### config.mk
export PLATFORM = sky130hd
export DESIGN_NAME = regfile_sb_flat
export DESIGN_NICKNAME = d
export VERILOG_FILES = /design/src/rtl/regfile_sb_if.sv /design/src/rtl/regfile_sb.sv /design/src/flat_wrapper.sv
export SDC_FILE = /design/constraint.sdc
export NUM_CORES = 1
export LEC_CHECK = 0
export CORE_AREA = 8 8 236 238
export CTS_CLUSTER_SIZE = 25
export DETAILED_ROUTE_END_ITERATION = 10
export DIE_AREA = 0 0 244 246
export PLACE_DENSITY_LB_ADDON = 0.08
export SYNTH_ARGS = -nofsm -noshare
export SYNTH_HDL_FRONTEND = slang
export SYNTH_SLANG_ARGS = --single-unit
### constraint.sdc
create_clock -name clk -period 2.1 [get_ports clk]
set_input_delay 0.315 -clock clk [delete_from_list [all_inputs] [get_ports clk]]
set_output_delay 0.315 -clock clk [all_outputs]
set_load 0.02 [all_outputs]
### src/rtl/regfile_sb_if.sv
// Register file bus: write ports A/B, scoreboard set, two read ports,
// collision pulse and display tap, bundled between datapath and regfile.
interface regfile_sb_if #(
  parameter int DATA_W = 16,
  parameter int ADDR_W = 4,
  parameter int DISP_W = 8
);
  logic              wr_en;
  logic [ADDR_W-1:0] wr_addr;
  logic [DATA_W-1:0] wr_data;
  logic              ld_wr_en;
  logic [ADDR_W-1:0] ld_wr_addr;
  logic [DATA_W-1:0] ld_wr_data;
  logic              busy_set;
  logic [ADDR_W-1:0] busy_addr;
  logic [ADDR_W-1:0] rs;
  logic [ADDR_W-1:0] rt;
  logic [DATA_W-1:0] rs_data;
  logic [DATA_W-1:0] rt_data;
  logic              rs_busy;
  logic              rt_busy;
  logic              stall;
  logic              wr_collide;
  logic [DISP_W-1:0] disp;

  // Datapath side: drives writes, scoreboard set and read addresses
  modport master (
    output wr_en, wr_addr, wr_data,
    output ld_wr_en, ld_wr_addr, ld_wr_data,
    output busy_set, busy_addr, rs, rt,
    input  rs_data, rt_data, rs_busy, rt_busy, stall, wr_collide, disp
  );

  // Register file side
  modport slave (
    input  wr_en, wr_addr, wr_data,
    input  ld_wr_en, ld_wr_addr, ld_wr_data,
    input  busy_set, busy_addr, rs, rt,
    output rs_data, rt_data, rs_busy, rt_busy, stall, wr_collide, disp
  );
endinterface

### src/rtl/regfile_sb.sv
// Parametrised register file with two write ports (ALU and load writeback),
// optional write-to-read bypass, pending-load scoreboard with stall output,
// collision flag and a registered display tap. Register 0 is hardwired zero.
module regfile_sb #(
  parameter int DATA_W   = 16,
  parameter int ADDR_W   = 4,
  parameter int BYPASS   = 1,
  parameter int DISP_REG = 15,
  parameter int DISP_W   = 8
) (
  input  logic          clk,
  input  logic          rst,
  regfile_sb_if.slave   bus
);

  localparam int NREGS = 1 << ADDR_W;
  localparam logic [ADDR_W-1:0] DISP_IDX = ADDR_W'(DISP_REG);

  logic [DATA_W-1:0] regs [NREGS];
  logic [NREGS-1:0]  busy;
  logic              collide_q;
  logic [DISP_W-1:0] disp_q;

  logic              wr_a_hit;
  logic              wr_b_hit;
  logic [DATA_W-1:0] rs_val;
  logic [DATA_W-1:0] rt_val;
  logic              rs_pend;
  logic              rt_pend;

  // A write only lands when its port is enabled and it targets a nonzero register
  assign wr_a_hit = bus.wr_en    && (bus.wr_addr    != '0);
  assign wr_b_hit = bus.ld_wr_en && (bus.ld_wr_addr != '0);

  // Storage: port B is applied last so a load wins over an ALU write to the same register
  always_ff @(posedge clk or negedge rst) begin
    if (!rst) begin
      for (int i = 0; i < NREGS; i++) begin
        regs[i] <= '0;
      end
    end else begin
      if (wr_a_hit) begin
        regs[bus.wr_addr] <= bus.wr_data;
      end
      if (wr_b_hit) begin
        regs[bus.ld_wr_addr] <= bus.ld_wr_data;
      end
    end
  end

  // Scoreboard: a load writeback clears its bit, a new load issue sets it and wins a tie
  always_ff @(posedge clk or negedge rst) begin
    if (!rst) begin
      busy <= '0;
    end else begin
      for (int i = 1; i < NREGS; i++) begin
        if (bus.busy_set && (bus.busy_addr == ADDR_W'(i))) begin
          busy[i] <= 1'b1;
        end else if (bus.ld_wr_en && (bus.ld_wr_addr == ADDR_W'(i))) begin
          busy[i] <= 1'b0;
        end
      end
      busy[0] <= 1'b0;
    end
  end

  // Collision pulse and display tap are both one-cycle-late views of the previous edge
  always_ff @(posedge clk or negedge rst) begin
    if (!rst) begin
      collide_q <= 1'b0;
      disp_q    <= '0;
    end else begin
      collide_q <= wr_a_hit && wr_b_hit && (bus.wr_addr == bus.ld_wr_addr);
      disp_q    <= regs[DISP_IDX][DISP_W-1:0];
    end
  end

  // Read value for one port: load data beats ALU data beats stored value when bypassing
  function automatic logic [DATA_W-1:0] read_value(
    input logic [ADDR_W-1:0] addr,
    input logic [DATA_W-1:0] stored,
    input logic              a_hit,
    input logic [ADDR_W-1:0] a_addr,
    input logic [DATA_W-1:0] a_data,
    input logic              b_hit,
    input logic [ADDR_W-1:0] b_addr,
    input logic [DATA_W-1:0] b_data
  );
    logic [DATA_W-1:0] value;
    value = stored;
    if (BYPASS != 0) begin
      if (b_hit && (b_addr == addr)) begin
        value = b_data;
      end else if (a_hit && (a_addr == addr)) begin
        value = a_data;
      end
    end
    return value;
  endfunction

  // Pending status for one port: an arriving load hides the busy bit when bypassing
  function automatic logic read_busy(
    input logic [ADDR_W-1:0] addr,
    input logic              stored,
    input logic              b_en,
    input logic [ADDR_W-1:0] b_addr
  );
    logic pend;
    pend = stored;
    if ((BYPASS != 0) && b_en && (b_addr == addr)) begin
      pend = 1'b0;
    end
    return pend;
  endfunction

  // Source operand lookup; forced to zero while reset holds so nothing leaks through bypass
  always_comb begin
    rs_val  = read_value(bus.rs, regs[bus.rs], wr_a_hit, bus.wr_addr, bus.wr_data,
                         wr_b_hit, bus.ld_wr_addr, bus.ld_wr_data);
    rt_val  = read_value(bus.rt, regs[bus.rt], wr_a_hit, bus.wr_addr, bus.wr_data,
                         wr_b_hit, bus.ld_wr_addr, bus.ld_wr_data);
    rs_pend = read_busy(bus.rs, busy[bus.rs], bus.ld_wr_en, bus.ld_wr_addr);
    rt_pend = read_busy(bus.rt, busy[bus.rt], bus.ld_wr_en, bus.ld_wr_addr);
    if (!rst) begin
      rs_val  = '0;
      rt_val  = '0;
      rs_pend = 1'b0;
      rt_pend = 1'b0;
    end
  end

  assign bus.rs_data    = rs_val;
  assign bus.rt_data    = rt_val;
  assign bus.rs_busy    = rs_pend;
  assign bus.rt_busy    = rt_pend;
  assign bus.stall      = rs_pend | rt_pend;
  assign bus.wr_collide = collide_q;
  assign bus.disp       = disp_q;

endmodule

### src/flat_wrapper.sv
// flat-port wrapper written by rule: the top's interface ports become plain ports
module regfile_sb_flat 
#(
  parameter int DATA_W   = 16,
  parameter int ADDR_W   = 4,
  parameter int BYPASS   = 1,
  parameter int DISP_REG = 15,
  parameter int DISP_W   = 8
)
  (clk, rst, bus_wr_en, bus_wr_addr, bus_wr_data, bus_ld_wr_en, bus_ld_wr_addr, bus_ld_wr_data, bus_busy_set, bus_busy_addr, bus_rs, bus_rt, bus_rs_data, bus_rt_data, bus_rs_busy, bus_rt_busy, bus_stall, bus_wr_collide, bus_disp);
  regfile_sb_if #(.DATA_W(DATA_W), .ADDR_W(ADDR_W), .DISP_W(DISP_W)) bus_i ();
  input  logic clk;
  input  logic rst;
  input wire logic [$bits(bus_i.wr_en)-1:0] bus_wr_en;
  input wire logic [$bits(bus_i.wr_addr)-1:0] bus_wr_addr;
  input wire logic [$bits(bus_i.wr_data)-1:0] bus_wr_data;
  input wire logic [$bits(bus_i.ld_wr_en)-1:0] bus_ld_wr_en;
  input wire logic [$bits(bus_i.ld_wr_addr)-1:0] bus_ld_wr_addr;
  input wire logic [$bits(bus_i.ld_wr_data)-1:0] bus_ld_wr_data;
  input wire logic [$bits(bus_i.busy_set)-1:0] bus_busy_set;
  input wire logic [$bits(bus_i.busy_addr)-1:0] bus_busy_addr;
  input wire logic [$bits(bus_i.rs)-1:0] bus_rs;
  input wire logic [$bits(bus_i.rt)-1:0] bus_rt;
  output wire logic [$bits(bus_i.rs_data)-1:0] bus_rs_data;
  output wire logic [$bits(bus_i.rt_data)-1:0] bus_rt_data;
  output wire logic [$bits(bus_i.rs_busy)-1:0] bus_rs_busy;
  output wire logic [$bits(bus_i.rt_busy)-1:0] bus_rt_busy;
  output wire logic [$bits(bus_i.stall)-1:0] bus_stall;
  output wire logic [$bits(bus_i.wr_collide)-1:0] bus_wr_collide;
  output wire logic [$bits(bus_i.disp)-1:0] bus_disp;
  assign bus_i.wr_en = bus_wr_en;
  assign bus_i.wr_addr = bus_wr_addr;
  assign bus_i.wr_data = bus_wr_data;
  assign bus_i.ld_wr_en = bus_ld_wr_en;
  assign bus_i.ld_wr_addr = bus_ld_wr_addr;
  assign bus_i.ld_wr_data = bus_ld_wr_data;
  assign bus_i.busy_set = bus_busy_set;
  assign bus_i.busy_addr = bus_busy_addr;
  assign bus_i.rs = bus_rs;
  assign bus_i.rt = bus_rt;
  assign bus_rs_data = bus_i.rs_data;
  assign bus_rt_data = bus_i.rt_data;
  assign bus_rs_busy = bus_i.rs_busy;
  assign bus_rt_busy = bus_i.rt_busy;
  assign bus_stall = bus_i.stall;
  assign bus_wr_collide = bus_i.wr_collide;
  assign bus_disp = bus_i.disp;
  regfile_sb #(.DATA_W(DATA_W), .ADDR_W(ADDR_W), .BYPASS(BYPASS), .DISP_REG(DISP_REG), .DISP_W(DISP_W)) u_core (.clk(clk), .rst(rst), .bus(bus_i));
endmodule
==> impl_metrics.csv <==
group,metric,value,unit
outcome,status,"finished, violations left",
outcome,violations,"negative setup slack",
clock_tree,clk_pin_slew_worst_paths,0.06,ns
critical_path,startpoint,"u_core.regs[68]",
sta,maxSlewViolCount,0,
detailed_routing,viasPerCell,5.47,
clock_tree,clock_latency,0.55,ns
yosys,ys_ff_latch,280,
yosys,synth_top_family_by_area,"multiplexers",
yosys,synth_compound_area_share,11.6,%
detailed_routing,vias,14329,
clock_tree,clkSinkCount,280,
yosys,synth_warnings,0,
critical_path,cp.arrival,2.37,ns
critical_path,crit_slowest_cell,"mux4_2",
critical_path,slowest_delay,0.53,ns
floorplanning,die_width,244,µm
detailed_routing,drt-pass1-iter-count,8,
critical_path,path_class,"reg -> out",
critical_path,worstPathRequired,1.78,ns
floorplanning,die_h,246,µm
sta,hold_viol,0,
sta,setup_tns,-14.01,ns
yosys,synth_xor_area_share,0.881,%
critical_path,crit_path_end_kind,"primary output",
job,drv_cap,0,
critical_path,reg2regPathDepth,4,
placement,post-place-ws,-1.10,ns
yosys,synth_area,17900,µm²
sta,fmax,0.373,GHz
worst_hold_path,hold_class,"in -> async",
floorplanning,rows,84,
yosys,synthMuxAreaShare,32.6,%
yosys,synth_adder_area_share,0,%
global_routing,antenna_found_initial,1,
sta,finClkSkew,0.00684,ns
power,p_per_area,854,nW/µm²
critical_path,critPathLaunchType,"register",
power,ir_worst_vdd,0.388,mV
detailed_routing,ant_nets,0,
yosys,ys_seq_area_share,39.1,%
yosys,syn_area_per_cell,10.7,µm²
sta,tightest_slew,0.931,ns
floorplanning,coreArea,52000,µm²
detailed_routing,avgRoutedWirePerCell,26.6,µm
detailed_routing,wl,69700,µm
clock_tree,cts_buffer_depth,3,
sta,period_minus_slack,2.68,ns
global_routing,grt_max_degree,145,
yosys,synthArstFlopShare,100,%
placement,io_buffers,100,
yosys,synth_top_flop_cell,"dfrtp_1",
floorplanning,die_area,60000,µm²
critical_path,path_max_fanout,3,
yosys,postSynthNetCount,1727,
floorplanning,start_util,34.4,%
sta,finalSetupViolations,35,
floorplanning,io_pins,101,
sta,min_period_over_period,128,%
layout,layout.nets,1963,
yosys,synth_edf_count,0,
detailed_routing,drcViolationCount,0,
critical_path,crit_chain,"mux4_2 > a22oi_2 > buf_4 > nand2_2 > mux2i_1 > o21ai_1 > buf_4",
clock_tree,cts_tree,"done",
sta,setup_ws,-0.584,ns
clock_tree,clockRootBuffer,"clkbuf_16",
detailed_routing,drt_iter0_drc,1283,
clock_tree,numCtsBuffers,37,
critical_path,rr_startpoint,"u_core.regs[8]",
global_routing,overflow,0,
placement,place_congestion,0.848,
critical_path,r2r_end,"u_core.regs[8]",
yosys,synthSimpleGateAreaFrac,9.34,%
power,leakagePower,9.83,nW
global_routing,grt_pass1_wl,103000,µm
power,total_power,0.0201,W
layout,syn_to_final_growth,31.6,%
critical_path,r2r_setup_slack,1.14,ns
yosys,syn_inst,1670,
sta,rsz0062_at_grt,"true",
global_routing,grt_pass1_vias,14731,
global_routing,track_usage,23.0,%
placement,dp_hpwl,46900,µm
sta,slew_headroom,37.9,%
clock_tree,cts_max_level,2,
critical_path,cpMostUsedCell,"buf_4",
yosys,ys_types,52,
layout,drive_gt1_share,33.0,%
layout,antenna_cells,0,
layout,postLayoutCoreUtil,45.3,%
==> worst max-delay path by stage <==
stage / cells past startpoint / endpoint
6_report: 7 / bus_rs_data[4]
5_1_grt: 7 / bus_rs_data[4]
4_1_cts: 7 / bus_rs_data[4]
3_5_place_dp: 9 / bus_rt_data[4]
3_3_place_gp: 8 / bus_rt_data[4]
2_1_floorplan: 7 / bus_stall
==> cells in the final DEF (no fill, tap or decap), types with 4 or more instances in the layout <==
cell type	n
xnor2_1	14
dlygate4sd2_1	10
mux2i_4	5
o21ai_1	55
nand3_1	4
nand2_2	7
clkbuf_8	8
inv_1	6
a21oi_1	177
a22oi_2	49
nor2_4	5
buf_6	14
o21ai_0	36
clkbuf_16	40
a22oi_1	16
mux2i_2	6
buf_4	230
dfrtp_1	280
nor2b_1	4
mux2i_1	269
nand2b_1	4
mux4_2	134
nand2_4	4
nand2_1	129
clkdlybuf4s50_1	49
clkbuf_1	10
nor2_2	6
o2bb2ai_1	13
buf_2	16
buf_12	81
nor2_1	183
==> cell type report <==
cell class	count	area [µm²]
fillers	4906	28500
multi-input cells	1174	10200
flip-flops and latches	280	7010
repair buffers	407	4290
clock buffers	56	1100
well taps	688	861
clock inverters	8	108
inverters	6	22.5
==> metrics by stage <==
stage	std cells	cell area, µm²	hold slack (ns)
floorplan	1670	17900	0.0194
global placement	2526	21700	0.115
detailed placement	2526	21700	0.117
CTS	2604	23300	0.170
global route	2619	23600	0.190
finish	2619	23600	0.203
==> sequential cells by signal (all words and copies together) (netlist names) <==
register and count:
u_core.bus.disp 8, u_core.bus.wr_collide 1, u_core.busy 15, u_core.regs 256
==> timing repair <==
| item | 4_1_cts | 5_1_grt |
|---|---|---|
| pin swaps | 57 | 14 |
| gates resized for setup | 241 | 36 |
| endpoints found under the hold margin | 9 | 0 |
| endpoints found under the setup margin | 35 | 35 |
| cloned | 0 | 2 |
| setup buffers | 16 | 14 |
| hold buffers | 1 | 0 |
==> where the power goes <==
part	switching, W	internal, W
clock	0.00252	0.00385
combinational	0.00277	0.00328
sequential	0.000999	0.00670
total	0.00629	0.0138
==> Yosys cell counts, types with 4 or more instances <==
cell | count | area share [%]
dfrtp_1 | 280 | 39
mux2i_1 | 280 | 16
nor2_1 | 183 | 3.8
a21oi_1 | 178 | 5.0
nand2_1 | 140 | 2.9
mux4_2 | 132 | 17
clkbuf_1 | 109 | 2.3
a22oi_1 | 64 | 2.7
o21ai_1 | 56 | 1.6
buf_2 | 43 | 1.2
o21ai_0 | 36 | 1.0
buf_6 | 23 | 1.4
buf_1 | 18 | 0.38
o2bb2ai_1 | 16 | 0.78
xnor2_1 | 15 | 0.73
buf_4 | 11 | 0.46
inv_1 | 6 | 0.13
nor2_2 | 6 | 0.21
nor2b_1 | 6 | 0.21
nor2_4 | 5 | 0.31
buf_12 | 4 | 0.45
nand2b_1 | 4 | 0.14
nand3_1 | 4 | 0.11
==> worst max-delay path: cells and delay by family, from the launching register on <==
| family | cells | cell delay, ns |
|---|---|---|
| AOI/OAI and AO/OA | 2 | 0.40 |
| and+or+nand+nor | 1 | 0.04 |
| buffers and inverters | 2 | 0.34 |
| DFF | 1 | 0.39 |
| muxes | 2 | 0.65 |
==> per-layer routing <==
layer | global-route usage [%] | wire length [µm] | vias to the layer above
met4 | 7.69 | 2230 | 0
met2 | 34.5 | 30900 | 448
li1 | - | - | 6541
met3 | 4.88 | 4510 | 122
met5 | 0 | 0 | -
met1 | 32.7 | 32100 | 7218
==> cell families after synthesis <==
family	Yosys count
multiplexers	414
AO/OA/AOI/OAI	361
buffers and inverters	216
flip-flops	280
AND/OR/NAND/NOR	381
XOR/XNOR	18
(Power assumes the default switching activity.)
